==> src/rtl/addsub_serial.sv <==
// Digit-serial adder/subtractor: one DIGIT_W-bit slice plus a registered carry, N = WIDTH/DIGIT_W cycles per op.
// Optional flags (overflow, zero) are built when ADDSUB_SERIAL_FLAGS_EN is defined; otherwise both ports are tied low.
module addsub_serial #(
    parameter int WIDTH   = 8,
    parameter int DIGIT_W = 2
) (
    input  logic             clk,
    input  logic             rst,
    input  logic             in_valid,
    output logic             in_ready,
    input  logic [WIDTH-1:0] operand_a,
    input  logic [WIDTH-1:0] operand_b,
    input  logic             subtract_mode,
    output logic             out_valid,
    input  logic             out_ready,
    output logic [WIDTH:0]   result,
    output logic             overflow,
    output logic             zero
);

    localparam int N     = WIDTH / DIGIT_W;
    localparam int CNT_W = $clog2(N) + 1;

    generate
        if (WIDTH % DIGIT_W != 0) begin : g_bad_digit_w
            $error("addsub_serial: WIDTH must be a multiple of DIGIT_W");
        end
        if (WIDTH < 2) begin : g_bad_width
            $error("addsub_serial: WIDTH must be at least 2");
        end
    endgenerate

    typedef enum logic [1:0] {
        ST_IDLE = 2'd0,
        ST_RUN  = 2'd1,
        ST_DONE = 2'd2
    } state_t;

    state_t             state_reg;
    state_t             state_next;
    logic [CNT_W-1:0]   cnt_reg;
    logic               carry_reg;
    logic [WIDTH-1:0]   a_reg;
    logic [WIDTH-1:0]   b_reg;
    logic               sub_reg;
    logic [WIDTH-1:0]   sum_reg;
    logic [WIDTH-1:0]   sum_next;
    logic [WIDTH:0]     result_reg;

    logic               accept;
    logic               run_last;
    logic [N-1:0]       digit_sel;
    logic [DIGIT_W-1:0] a_digit [N];
    logic [DIGIT_W-1:0] b_digit [N];
    logic [DIGIT_W-1:0] cur_a;
    logic [DIGIT_W-1:0] cur_b;
    logic [DIGIT_W:0]   digit_full;

    // Per-digit taps of the operand registers and one-hot select from the counter.
    genvar gi;
    generate
        for (gi = 0; gi < N; gi++) begin : g_digit
            assign a_digit[gi]   = a_reg[gi*DIGIT_W +: DIGIT_W];
            assign b_digit[gi]   = b_reg[gi*DIGIT_W +: DIGIT_W];
            assign digit_sel[gi] = (cnt_reg == CNT_W'(gi));
        end
    endgenerate

    always_comb begin
        cur_a = '0;
        cur_b = '0;
        for (int i = 0; i < N; i++) begin
            if (digit_sel[i]) begin
                cur_a = a_digit[i];
                cur_b = b_digit[i];
            end
        end
    end

    assign digit_full = {1'b0, cur_a} + {1'b0, cur_b} + {{DIGIT_W{1'b0}}, carry_reg};
    assign run_last   = (state_reg == ST_RUN) && digit_sel[N-1];

    // Partial sum lives here; the result port only changes once the last digit lands.
    always_comb begin
        sum_next = sum_reg;
        if (state_reg == ST_RUN) begin
            for (int i = 0; i < N; i++) begin
                if (digit_sel[i]) begin
                    sum_next[i*DIGIT_W +: DIGIT_W] = digit_full[DIGIT_W-1:0];
                end
            end
        end
    end

    always_ff @(posedge clk) begin
        if (rst) begin
            state_reg <= ST_IDLE;
        end else begin
            state_reg <= state_next;
        end
    end

    always_comb begin
        state_next = state_reg;
        in_ready   = 1'b0;
        out_valid  = 1'b0;
        accept     = 1'b0;
        case (state_reg)
            ST_IDLE: begin
                in_ready = 1'b1;
                accept   = in_valid;
                if (in_valid) begin
                    state_next = ST_RUN;
                end
            end
            ST_RUN: begin
                if (digit_sel[N-1]) begin
                    state_next = ST_DONE;
                end
            end
            ST_DONE: begin
                out_valid = 1'b1;
                if (out_ready) begin
                    state_next = ST_IDLE;
                end
            end
            default: state_next = ST_IDLE;
        endcase
    end

    always_ff @(posedge clk) begin
        if (rst) begin
            cnt_reg    <= '0;
            carry_reg  <= 1'b0;
            a_reg      <= '0;
            b_reg      <= '0;
            sub_reg    <= 1'b0;
            sum_reg    <= '0;
            result_reg <= '0;
        end else if (accept) begin
            // Subtraction is A + ~B + 1: invert B once here and seed the carry with 1.
            cnt_reg   <= '0;
            carry_reg <= subtract_mode;
            a_reg     <= operand_a;
            b_reg     <= operand_b ^ {WIDTH{subtract_mode}};
            sub_reg   <= subtract_mode;
            sum_reg   <= '0;
        end else if (state_reg == ST_RUN) begin
            cnt_reg   <= cnt_reg + CNT_W'(1);
            carry_reg <= digit_full[DIGIT_W];
            sum_reg   <= sum_next;
            if (run_last) begin
                result_reg <= {digit_full[DIGIT_W] ^ sub_reg, sum_next};
            end
        end
    end

    assign result = result_reg;

`ifdef ADDSUB_SERIAL_FLAGS_EN
    logic overflow_reg;
    logic zero_reg;

    // B is already inverted for subtract, so one same-sign test covers both modes.
    always_ff @(posedge clk) begin
        if (rst) begin
            overflow_reg <= 1'b0;
            zero_reg     <= 1'b0;
        end else if (run_last) begin
            overflow_reg <= (cur_a[DIGIT_W-1] == cur_b[DIGIT_W-1]) &&
                            (digit_full[DIGIT_W-1] != cur_a[DIGIT_W-1]);
            zero_reg     <= (sum_next == '0);
        end
    end

    assign overflow = overflow_reg;
    assign zero     = zero_reg;
`else
    assign overflow = 1'b0;
    assign zero     = 1'b0;
`endif

endmodule

==> config.mk <==
export PLATFORM = sky130hd
export DESIGN_NAME = addsub_serial
export DESIGN_NICKNAME = d
export VERILOG_FILES = /design/src/rtl/addsub_serial.sv
export SDC_FILE = /design/constraint.sdc
export NUM_CORES = 1
export LEC_CHECK = 0
export CORE_MARGIN = 5
export CORE_UTILIZATION = 50
export DETAILED_ROUTE_END_ITERATION = 10
export GPL_ROUTABILITY_DRIVEN = 0
export PLACE_DENSITY = 0.82
export SLEW_MARGIN = 40
export SYNTH_ARGS = -nofsm -noshare
export SYNTH_HDL_FRONTEND = slang
export SYNTH_SLANG_ARGS = --single-unit
==> constraint.sdc <==
create_clock -name clk -period 4 [get_ports clk]
set_input_delay 0.6 -clock clk [delete_from_list [all_inputs] [get_ports clk]]
set_output_delay 0.6 -clock clk [all_outputs]
set_load 0.02 [all_outputs]
# == Word-level counts from Yosys, hierarchy flattened ==
# Cells that the tools add are included.
# word_totals
out_inout_bits,13
reg_bits,40
elab_cells,50
# classes
n_reduce_logical,7
addsub,3
bitwise_logic,3
eq_ne,8
mux,21
# op_table
operator,count
2-bit two-way mux,15
8-bit XOR,1
3-bit by 2-bit == test with 1-bit output (second input constant),2
2-bit inequality test (second input constant),3
2-bit one-hot mux with 3 select lines,1
3-bit AND reduction,2
1-bit two-way mux,5
2-bit by 2-bit adder with 3-bit output,1
3-bit by 1-bit adder with 3-bit output,1
3-bit by 1-bit adder with 3-bit output (second input constant),1
3-bit by 1-bit == test with 1-bit output (second input constant),1
3-bit logical NOT,1
2-bit by 1-bit == test with 1-bit output (second input constant),1
2-bit == test (second input constant),1
2-bit logical NOT,1
2-bit nonzero test,1
2-bit OR reduction,1
1-bit logical AND,1
1-bit inverter,1
1-bit XOR,1

# == Logic depth before layout (Yosys ltp) ==
# Gate-level depths: netlist of the first run.
# logic_depth
word_depth,9
mapped_depth,12
ltp_nobuf,10

# == Least setup slack after synthesis of the first run ==
# No wires, ideal clock.
# synth_path
path_kind,reg2reg
from,register cnt_reg[2]
to,register result_reg[5] (netlist: result[5])
path_buffers,3
t_arrival_ps,2635
period_less_slack_ps,2767
path_slack_ps,1233
t_required_ps,3868
stages_incl_launch_ff,13
path_cell_list,dfxtp_1 -> clkbuf_1 -> inv_1 -> ha_1 -> buf_2 -> nor2_1 -> a32oi_1 -> fa_1 -> fa_1 -> buf_1 -> nand3b_1 -> o211ai_1 -> a21oi_1
# synth_between
elab_chain_cells,8
word_cells_on_any_way,17
cone_classes,add/sub: 2; eq/ne: 3; mux: 9; reduce/logical: 3
# synth_lines
item,line_no,rtl
from (decl),41,logic [CNT_W-1:0] cnt_reg;
from (signal assigned),149,cnt_reg <= cnt_reg + CNT_W'(1);
3-bit logical NOT,65,assign digit_sel[gi] = (cnt_reg == CNT_W'(gi));
2-bit two-way mux (4 in a row),73,if (digit_sel[i]) begin
2-bit by 2-bit adder with 3-bit output,80,"assign digit_full = {1'b0, cur_a} + {1'b0, cur_b} + {{DIGIT_W{1'b0}}, carry_reg};"
3-bit by 1-bit adder with 3-bit output,80,
2-bit two-way mux,88,if (digit_sel[i]) begin
to (signal assigned),153,"result_reg <= {digit_full[DIGIT_W] ^ sub_reg, sum_next};"
to (decl),48,logic [WIDTH:0] result_reg;
# Parallel ways exist; a longest one is shown, timed or not.
# A chain may end at the register's enable or synchronous reset.

# == Final worst setup path of the first run ==
# layout_path
from,register cnt_reg[2]
to,register result_reg[3] (netlist: result[3])
# The elaborated chain is that of the path after synthesis.

==> metrics, run 1 <==
combinational share of power=0.168; antenna violations before repair=0; worst-path maximum fanout=15; DP HPWL=2.71 mm; mean post-synth cell area=8.71 um^2; final core utilization=0.616; Max Transition Viols Final=0; Mapped Area=1870 um^2; Hold Startpoint=result[5]; crit path DAT=3.08 ns; relative slew slack=0.630; Post-CTS Resized=0; Post-synth ARST share=0; Slew @ Worst Pin=0.555 ns; ys flop type=dfxtp_1; Port Buf Inserts=31; synthesis-to-finish area growth=19.5%; Net Sw Power=0.216 mW; number of H-tree levels=2; crit path launch type=register; TritonCTS clock tree=done; period utilization=0.727; die area=5070 um^2; crit-path cells=inv_1, ha_1, nor2_1, a32oi_1, fa_1, fa_1, nand3b_1, o211ai_1, a21oi_1; wire per inst=13.3 um; worst hold stages=2; max_cap viols=0; sequential share of power=0.503; Commonest cells post-synth=dfxtp_1, nand2_1, a21oi_1, nor2_1, a211oi_1; Max clock buf depth=2; Post-Route Skew=0.00791 ns; Starting Density=0.515; Post-CTS Setup Inserts=0; FF+latch count, synth=38; YS warnings=0; total grt overflow=0; vias in the first global route=1,396; Synth area leader=dfxtp_1; final setup fails=0; Mapped Cells=215; Critical R2R Capture=result[3]; Sw Share=0.264; synth top area cells=dfxtp_1, nand2_1, a21oi_1, a211oi_1, xnor2_1; Crit Reg-Reg Startpoint=cnt_reg[2]; register area=761 um^2; Vias=1,513; first-pass GRT wire length=6.41 mm; pre-CTS WS=1.12 ns; worst hold path class=reg2reg; clock slew at reported path FFs=0.07 ns; Vias/cell=5.31; Worst path max stage delay=0.66 ns; WP data required=4.17 ns; Setup TNS=0 ns; worst reg2reg setup slack=1.09 ns; Post-synth EDFFs=0; internal power=0.600 mW; hold endpoint=result[5]; Tmin final=2.91 ns; Setup crit end kind=register; GRT Total Usage=0.160; P_leak=0.746 nW; num ports=34; hold_buf cts=0; RSZ-0062 raised after global routing=no; First-pass DRT Iterations=4; Max Clk Rate=344 MHz; Iteration-0 DRC Markers=102; fillers=330; DIE HEIGHT=71.2 um; reg2reg path depth=9; die width=71.2 um; Hold Fails Final Rpt=0; multi-input logic area=978 um^2; Post-Route WL=3.80 mm; core area=3630 um^2; most frequent CP cell=fa_1; Final ANT Viol Nets=0; worst-skew pair later-pin latency=0.29 ns; share of cells above drive strength 1=0.0759; Rows=22; status=finished clean; TritonCTS Sinks=38; Crit. path cell count=9; largest net degree at the start of global routing=31; Root Buffer Master=clkbuf_8; Antenna Cells=0; top-count cell post-synth=dfxtp_1; CP max stage cell=fa_1; critical path class=reg2reg; post-route setup slack=1.09 ns; DRC Markers=0; hold_ws=0.452 ns; Worst IR Drop VDD=0.000184 V; max FFs per register=9; Yosys cell types=31; Num CTS Buffers=5; Clk pwr share=0.329; CP delay by family, top=adder cells; P per Cell Area=364 nW/um^2; sequential share of the synthesized area=0.406; Nets=264; worst path bufs/invs=1; share of the synthesized area in the top cell type=0.406
## metal layers
| layer | part of all wire | track usage |
|---|---|---|
| met1 | 0.45 | 0.197 |
| met5 | 0 | 0 |
| met4 | 0.024 | 0.0689 |
| met2 | 0.48 | 0.258 |
| met3 | 0.046 | 0.0483 |
## per-stage QoR
stage          total power, mW  instances  instance area (um^2)
6_report                 0.816        285                  2240
5_1_grt                  0.854        285                  2240
4_1_cts                  0.823        285                  2240
3_5_place_dp             0.556        277                  2150
3_3_place_gp             0.551        276                  2130
2_1_floorplan            0.515        216                  1880
## area by class of cell
| type | instances | area share |
|---|---|---|
| timing repair buffer | 33 | 0.149 |
| inverter | 4 | 0.00671 |
| clock inverter | 1 | 0.00224 |
| tap | 48 | 0.0268 |
| multi-input combinational | 154 | 0.437 |
| sequential | 38 | 0.340 |
| clock buffer | 7 | 0.0386 |
## worst reg2reg max path, stage by stage, from the launching register on
cell and delay [ns]:
dfxtp_1 0.55, inv_1 0.08, ha_1 0.30, nor2_1 0.27, a32oi_1 0.19, fa_1 0.43, fa_1 0.66, nand3b_1 0.11
o211ai_1 0.11, a21oi_1 0.08
## power by group through the flow
stage,clock [mW],combinational (mW),sequential [mW]
6_report,0.268,0.137,0.410
5_1_grt,0.289,0.152,0.413
4_1_cts,0.275,0.137,0.410
3_5_place_dp,0,0.137,0.419
3_3_place_gp,0,0.132,0.418
2_1_floorplan,0,0.102,0.413
## worst max path at each step
stage | slack [ns] | to | startpoint
floorplan | 1.23 | result[5] | cnt_reg[2]
CTS | 1.10 | result[5] | cnt_reg[2]
detailed placement | 1.12 | result[5] | cnt_reg[2]
global route | 0.86 | result[5] | cnt_reg[2]
finish | 1.09 | result[3] | cnt_reg[2]
global placement | 1.26 | result[3] | cnt_reg[2]
## logic make-up (layout without fill, tap and decap cells)
logic type               count (synthesis)  in the layout  synth area share
adder cells (fa/ha/maj)                  7              7            0.0548
XOR/XNOR                                10             10            0.0468
flip-flops                              38             38             0.406
AO/OA/AOI/OAI                           56             56             0.196
AND/OR/NAND/NOR                         79             79             0.221
buffers and inverters                   24             45            0.0735
other                                    1              2           0.00200
## layout by cell type (no fill, tap or decap), drive strengths merged
cell type      instances
buf                    2
a211oi                17
a32oi                  4
clkbuf                 7
clkinv                 1
a21oi                 23
nor3b                  1
nand3                  1
nand3b                 7
nand2b                 6
and4bb                 3
ha                     5
o21ai                  5
nor2b                  6
nor2                  20
and3b                  1
xnor2                 10
fa                     2
nand2                 32
clkdlybuf4s50         31
dfxtp                 38
or2b                   1
inv                    4
a2bb2oi                1
or3b                   1
o211ai                 6
conb                   2
Note: power is estimated with default switching activity, not from simulation.
==> run 2, diff against run 1 <==
- CORE_UTILIZATION: 50 -> 46
- PLACE_DENSITY: 0.82 -> 0.79
- clock period: 4 -> 2.6 ns (I/O delays scaled with it)
==> metrics, run 2 (synthesized netlist as in run 1, its figures left out) <==
status=finished clean; Net Sw Power=0.341 mW (+58%); num ports=34 (unchanged); Placed Cells=285 (+2.9%); First-pass DRT Iterations=4 (unchanged); core area=3970 um^2 (+9.3%); Final ANT Viol Nets=0 (unchanged); dpl cell area=2190 um^2 (+2.0%); Cell Count, Final, Fillers Out=293 (+2.8%); final setup fails=0 (unchanged); Root Buffer Master=clkbuf_8; number of H-tree levels=2 (unchanged); hold_buf cts=0 (unchanged); worst hold path class=reg2reg; first-pass GRT wire length=6.31 mm (-1.5%); DRC Markers=0 (unchanged); max_cap viols=0 (unchanged); combinational share of power=0.182 (+0.014); Antenna Cells=0 (unchanged); Vias/cell=5.16 (-2.7%); synthesis-to-finish area growth=24.6%; Starting Density=0.472 (-0.0439); Slew @ Worst Pin=0.524 ns (-0.0305 ns); die width=73.8 um (+3.7%); Post-Route WL=3.98 mm (+4.9%); RSZ-0062 raised after global routing=no; Setup TNS=0 ns (unchanged); GRT Total Usage=0.151 (-0.00912); DP HPWL=2.72 mm (+0.41%); worst-skew pair later-pin latency=0.29 ns (about the same); crit path launch type=register; most common cell after layout, fill and taps aside=dfxtp_1; Rows=23 (+4.5%); Tmin final=2.48 ns (-0.429 ns); WP data required=2.77 ns (-1.40 ns); Sw Share=0.266 (+0.00210); Setup crit end kind=register; Post-Route Skew=0.00580 ns (-0.00211 ns); TritonCTS Sinks=38 (unchanged); total grt overflow=0 (unchanged); share of cells above drive strength 1=0.144 (+0.0681); crit path DAT=2.65 ns (-0.43 ns); Port Buf Inserts=31 (unchanged); Max Transition Viols Final=0 (unchanged); P per Cell Area=548 nW/um^2 (+50%); worst-path maximum fanout=6 (-9); most frequent cells in the layout=dfxtp_1, nand2_1, clkdlybuf4s50_1; Num CTS Buffers=5 (unchanged); Clk pwr share=0.325 (-0.004); Hold Fails Final Rpt=0 (unchanged); die area=5450 um^2 (+7.5%); Max clock buf depth=2 (unchanged); DIE HEIGHT=73.8 um (+3.7%); Final Instance Area=2330 um^2 (+4.2%); relative slew slack=0.649 (+0.0196); Worst IR Drop VDD=0.000256 V (+39%); Post-CTS Setup Inserts=0 (unchanged); Iteration-0 DRC Markers=83 (-19%); internal power=0.939 mW (+56%); wire per inst=13.6 um (+2.0%); Max Clk Rate=404 MHz (+17%); period utilization=0.953 (+0.226); Vias=1,513 (unchanged); max FFs per register=9 (unchanged); vias in the first global route=1,448 (+3.7%); P_leak=0.781 nW (+4.7%); clock slew at reported path FFs=0.07 ns (about the same); largest net degree at the start of global routing=30 (-3.2%); critical path class=reg2reg; fillers=366 (+11%); antenna violations before repair=0 (unchanged); Nets=270 (+2.3%); sequential share of power=0.493 (-0.010); TritonCTS clock tree=done
-- run 2: layout make-up --
type                            count  area, um^2  area share
Timing Repair Buffer               39         370       0.159
Inverter                            4        15.0     0.00643
Tap cell                           50        62.6      0.0268
Sequential cell                    38         763       0.327
Clock inverter                      1        5.00     0.00214
Multi-Input combinational cell    154        1030       0.442
Clock buffer                        7        86.3      0.0370
-- run 2: routing by layer --
| metal | vias up | share of wire | GRT usage |
|---|---|---|---|
| met4 | 0 | 0.013 | 0.0543 |
| met5 | - | 0 | 0 |
| met2 | 33 | 0.50 | 0.257 |
| met1 | 696 | 0.44 | 0.179 |
| li1 | 779 | - | - |
| met3 | 5 | 0.054 | 0.0451 |
-- run 2: critical path, cell delays in order (launching register included) --
cell      delay (ns)
dfxtp_2         0.36
ha_1            0.22
ha_2            0.20
nor2_4          0.12
a32oi_1         0.14
fa_2            0.39
fa_2            0.66
nand3b_1        0.09
o211ai_1        0.10
a21oi_1         0.09
-- run 2: worst paths after layout --
check	from	end	depth (start not counted)	slack [ns]
min reg2reg	result[4]	result[4]	2	0.45
max reg2reg	cnt_reg[0]	result[1]	9	0.12
min	result[4]	result[4]	2	0.45
max	cnt_reg[0]	result[1]	9	0.12
-- run 2: repair_timing --
item / in CTS / in global routing
resized for setup: 3 / 12
setup endpoints to repair: 4 / 6
cloned: 0 / 0
pin swaps: 0 / 1
-- run 2: power by group through the flow --
stage / clock network, mW / registers [mW] / logic (mW)
floorplan: 0 / 0.635 / 0.159
global placement: 0 / 0.641 / 0.219
detailed placement: 0 / 0.642 / 0.223
CTS: 0.420 / 0.629 / 0.227
global route: 0.437 / 0.634 / 0.260
finish: 0.415 / 0.631 / 0.233
-- run 2: metrics by stage --
stage	worst slack [ns]	hold WS [ns]	utilization	power [mW]
after floorplan	0.0232	0.431	-	0.793
after global routing	0.0207	0.473	0.588	1.33
after CTS	0.0351	0.453	0.576	1.28
after detailed placement	-0.0413	0.443	0.551	0.866
final	0.123	0.450	0.588	1.28
after global placement	0.0520	0.439	0.551	0.860
